File: src/rtl/data_ram.sv
// Single-port synchronous RAM, 2**ADDR_WIDTH x DATA_WIDTH, registered read (1-clock latency), write-through.
// Asynchronous active-high reset clears every word and the read register at once; no stalls, no backpressure.
module data_ram #(
    parameter int DATA_WIDTH = 8,
    parameter int ADDR_WIDTH = 8
) (
    input  logic                  clock,
    input  logic                  reset,
    input  logic [ADDR_WIDTH-1:0] address,
    input  logic                  wren,
    input  logic [DATA_WIDTH-1:0] data,
    output logic [DATA_WIDTH-1:0] q
);

    localparam int DEPTH = 2 ** ADDR_WIDTH;

    logic [DATA_WIDTH-1:0] r_mem [DEPTH];
    logic [DATA_WIDTH-1:0] r_q;

    // Storage is a flop array so the whole memory can be cleared asynchronously.
    // An unknown wren falls into the read branch, so it never writes.
    always_ff @(posedge clock or posedge reset) begin
        if (reset) begin
            r_q <= '0;
            for (int i = 0; i < DEPTH; i++) begin
                r_mem[i] <= '0;
            end
        end else if (wren) begin
            r_mem[address] <= data;
            r_q            <= data;
        end else begin
            r_q <= r_mem[address];
        end
    end

    assign q = r_q;

endmodule

File: config.mk
export PLATFORM = sky130hd
export DESIGN_NAME = data_ram
export DESIGN_NICKNAME = d
export VERILOG_FILES = /design/src/rtl/data_ram.sv
export SDC_FILE = /design/constraint.sdc
export NUM_CORES = 2
export LEC_CHECK = 0
export ABC_AREA = 1
export CORE_ASPECT_RATIO = 0.5
export CORE_UTILIZATION = 35
export DETAILED_ROUTE_END_ITERATION = 10
export GPL_ROUTABILITY_DRIVEN = 0
export MAX_ROUTING_LAYER = met4
export PLACE_DENSITY = 0.55
export SYNTH_ARGS = -nofsm -noshare
export SYNTH_HDL_FRONTEND = slang
export SYNTH_SLANG_ARGS = --single-unit
File: constraint.sdc
create_clock -name clock -period 217.5 [get_ports clock]
set_clock_uncertainty 0.15 [all_clocks]
set_input_delay 32.625 -clock clock [delete_from_list [all_inputs] [get_ports clock]]
set_output_delay 32.625 -clock clock [all_outputs]
set_load 0.05 [all_outputs]
==> impl_metrics.csv <==
group,metric,value,unit
yosys,synthCells,12038,
clocking,htreeDepth,4,
detailed_routing,via_count,79630,
worst_setup_path,path_cells,"clkdlybuf4s50_1, inv_8, buf_4, buf_4, buf_4, buf_4, buf_4",
worst_setup_path,cp_max_fo,119,
worst_setup_path,slowest_stage,"buf_4",
cells_and_area,post-route-util,0.388,
power,power_frac_seq,0.484,
clocking,post_cts_resized,0,
place,place_area,95500,µm²
clocking,cts_hold_buf,0,
detailed_routing,drc_errors,0,
die,floorplan.rows,133,
sta,finalSetupTns,0,ps
cells_and_area,areaGrowthSynthToFinish,9.90,%
detailed_routing,vias_per_cell,5.25,
global_routing,grt_first_pass_wirelength,488000,µm
power,p_per_area,8.30,nW/µm²
cells_and_area,drive_gt1_frac,0.0448,
sta,setup_viol,0,
sta,slew_headroom,0.218,
yosys,synth_fp_nets,12057,
clocking,clkLatencyLatePin,900,ps
die,start_util,0.353,
power,p_leak,48.2,nW
die,die_area,268000,µm²
power,internal_power,0.628,mW
worst_setup_path,cp_common_cell,"buf_4",
clocking,cts_tree,"done",
sta,grt_setup_unrepaired,"false",
power,p_clk_frac,0.435,
place,dp_hpwl,181000,µm
sta,hold_ws,332,ps
detailed_routing,wl_per_cell,21.1,µm
status,outcome,"completed",
sta,finalCriticalPeriod,37360,ps
yosys,synth-seq-cells,2056,
detailed_routing,routed_wl,320000,µm
yosys,syn-mean-instance-area,7.74,µm²
yosys,ys_seq_area_frac,0.552,
sta,max_freq,26.8,MHz
yosys,synth_warnings,0,
clocking,clock_sinks,2056,
worst_setup_path,startpoint_type,"primary input",
power,power.switching,0.221,mW
sta,worst_pin_slew,1170,ps
global_routing,grtUsageTotal,0.242,
yosys,synth_top_area_share,0.552,
place,dp.cells,14808,
detailed_routing,initialDrtViolationCount,8837,
sta,hold_viol_final,0,
flow_run,cap_violations,0,
cells_and_area,design_area,102000,µm²
place,io_buffers,26,
worst_setup_path,critical_path_required,218160,ps
detailed_routing,firstDrtPassIters,8,
power,swShare,0.261,
global_routing,grt_max_degree,172,
worst_hold_path,hp-class,"reg2reg",
power,p_comb_frac,0.080,
yosys,synth_area_leaders,"dfrtp_1 55%, nand2_1 23%, o21ai_0 11%, clkbuf_1 2.6%, nand3_1 2.2%",
detailed_routing,drtAntennaViolNets,0,
clocking,cts_buffers,207,
die,ios,27,
worst_setup_path,crit_type,"in2async",
yosys,ys_types,22,
clocking,cts.clk_slew.worst_paths,60,ps
worst_setup_path,crit_path_end_kind,"asynchronous set/reset pin",
clocking,postCtsSetupBuffers,0,
die,die_h,367,µm
die,die-width,732,µm
clocking,root_buffer,"clkbuf_16",
yosys,netlist_area,93100,µm²
sta,slew_violations,0,
worst_setup_path,arrival,38020,ps
global_routing,antenna_found_initial,13,
clocking,cts_buffer_depth,4,
yosys,yosysTopAreaCell,"dfrtp_1",
global_routing,grt_pass1_vias,75094,
die,core_area,264000,µm²
worst_setup_path,critPathMaxStageDelay,850,ps
cells_and_area,stdcell_count,15179,
global_routing,gr-total-overflow,0,
cells_and_area,fin_nets,11526,
cells_and_area,fill_cells,27320,
power,peakVddDrop,0.00000609,V
sta,fin_crit_sh,0.172,
## worst max-delay path: cells and delay by family
| kind | cells | cell delay, ps |
|---|---|---|
| buf+inv | 7 | 5020 |
## power groups by stage
stage,clock [mW],combinational [mW],sequential (mW)
after floorplan,0,0.0439,0.418
after global placement,0,0.0676,0.418
after detailed placement,0,0.0684,0.418
after CTS,0.375,0.0685,0.411
after global routing,0.391,0.0763,0.413
final,0.370,0.0682,0.411
## flip-flops by register name, summed over array words and instances (netlist names)
register	cells
q	8
r_mem	2048
## metrics by stage
stage,setup slack (ps),power [mW]
floorplan,126650,0.462
global placement,179020,0.485
detailed placement,179060,0.486
CTS,179970,0.855
global route,179370,0.880
finish,180140,0.849
## cells in the mapped netlist (all sizes together)
cell type / count
o21a: 1
inv: 91
nor2: 427
clkinv: 4
dfrtp: 2056
clkbuf: 648
nand4: 179
a21oi: 128
o21ai: 2109
nor3: 17
nand2: 5729
buf: 239
nand3: 410
## routing by layer
| layer | share of wire | vias to the layer above | GRT usage |
|---|---|---|---|
| met5 | 0 | - | - |
| met4 | 0.026 | 0 | 0.0637 |
| met3 | 0.074 | 424 | 0.0458 |
| met2 | 0.44 | 2614 | 0.356 |
| met1 | 0.46 | 39100 | 0.341 |
| li1 | - | 37492 | - |
## worst paths after layout
check,from,end,slack (ps),depth (start not counted)
max reg2reg,r_mem[901],q[5],214630,14
max in group clock,address[0],q[2],180310,18
min,r_mem[170],r_mem[170],330,2
min in group asynchronous,reset,r_mem[847],32150,2
min reg2reg,r_mem[170],r_mem[170],330,2
max,reset,r_mem[1830],180140,7
## final cells by class
class / instances / area, µm² / share of cell area
Antenna cell: 10 / 25.0 / 0.000244
Clock buffer: 307 / 6210 / 0.0607
Clock inverter: 54 / 613 / 0.00599
Inverter: 95 / 458 / 0.00447
Multi-Input combinational cell: 9000 / 37900 / 0.370
Sequential cell: 2056 / 51400 / 0.503
Tap cell: 3510 / 4390 / 0.0429
Timing Repair Buffer: 147 / 1370 / 0.0134
## logic make-up after synthesis
family | synth area share
DFF | 0.552
AOI/OAI and AO/OA | 0.120
and+or+nand+nor | 0.285
buffers and inverters | 0.0423
## cell usage in the layout (no fill, tap or decap), types with 5 or more instances in the layout
cell type and instances:
nand2_1 5724, dfrtp_1 2056, o21ai_0 1964, nand3_1 410, nor2_1 402, clkbuf_16 210, nand4_1 179, o21ai_1 145
a21oi_1 128, buf_4 105, inv_1 66, clkbuf_8 59, clkbuf_1 38, clkinv_2 31, clkdlybuf4s50_1 24, nor2_2 17
inv_2 16, buf_12 15, nor3_4 14, bufinv_16 12, diode_2 10, inv_8 10, nor2_4 8, nand2_2 5
inv_6 5, clkinvlp_4 5
Note: power is estimated with default switching activity, not from simulation.
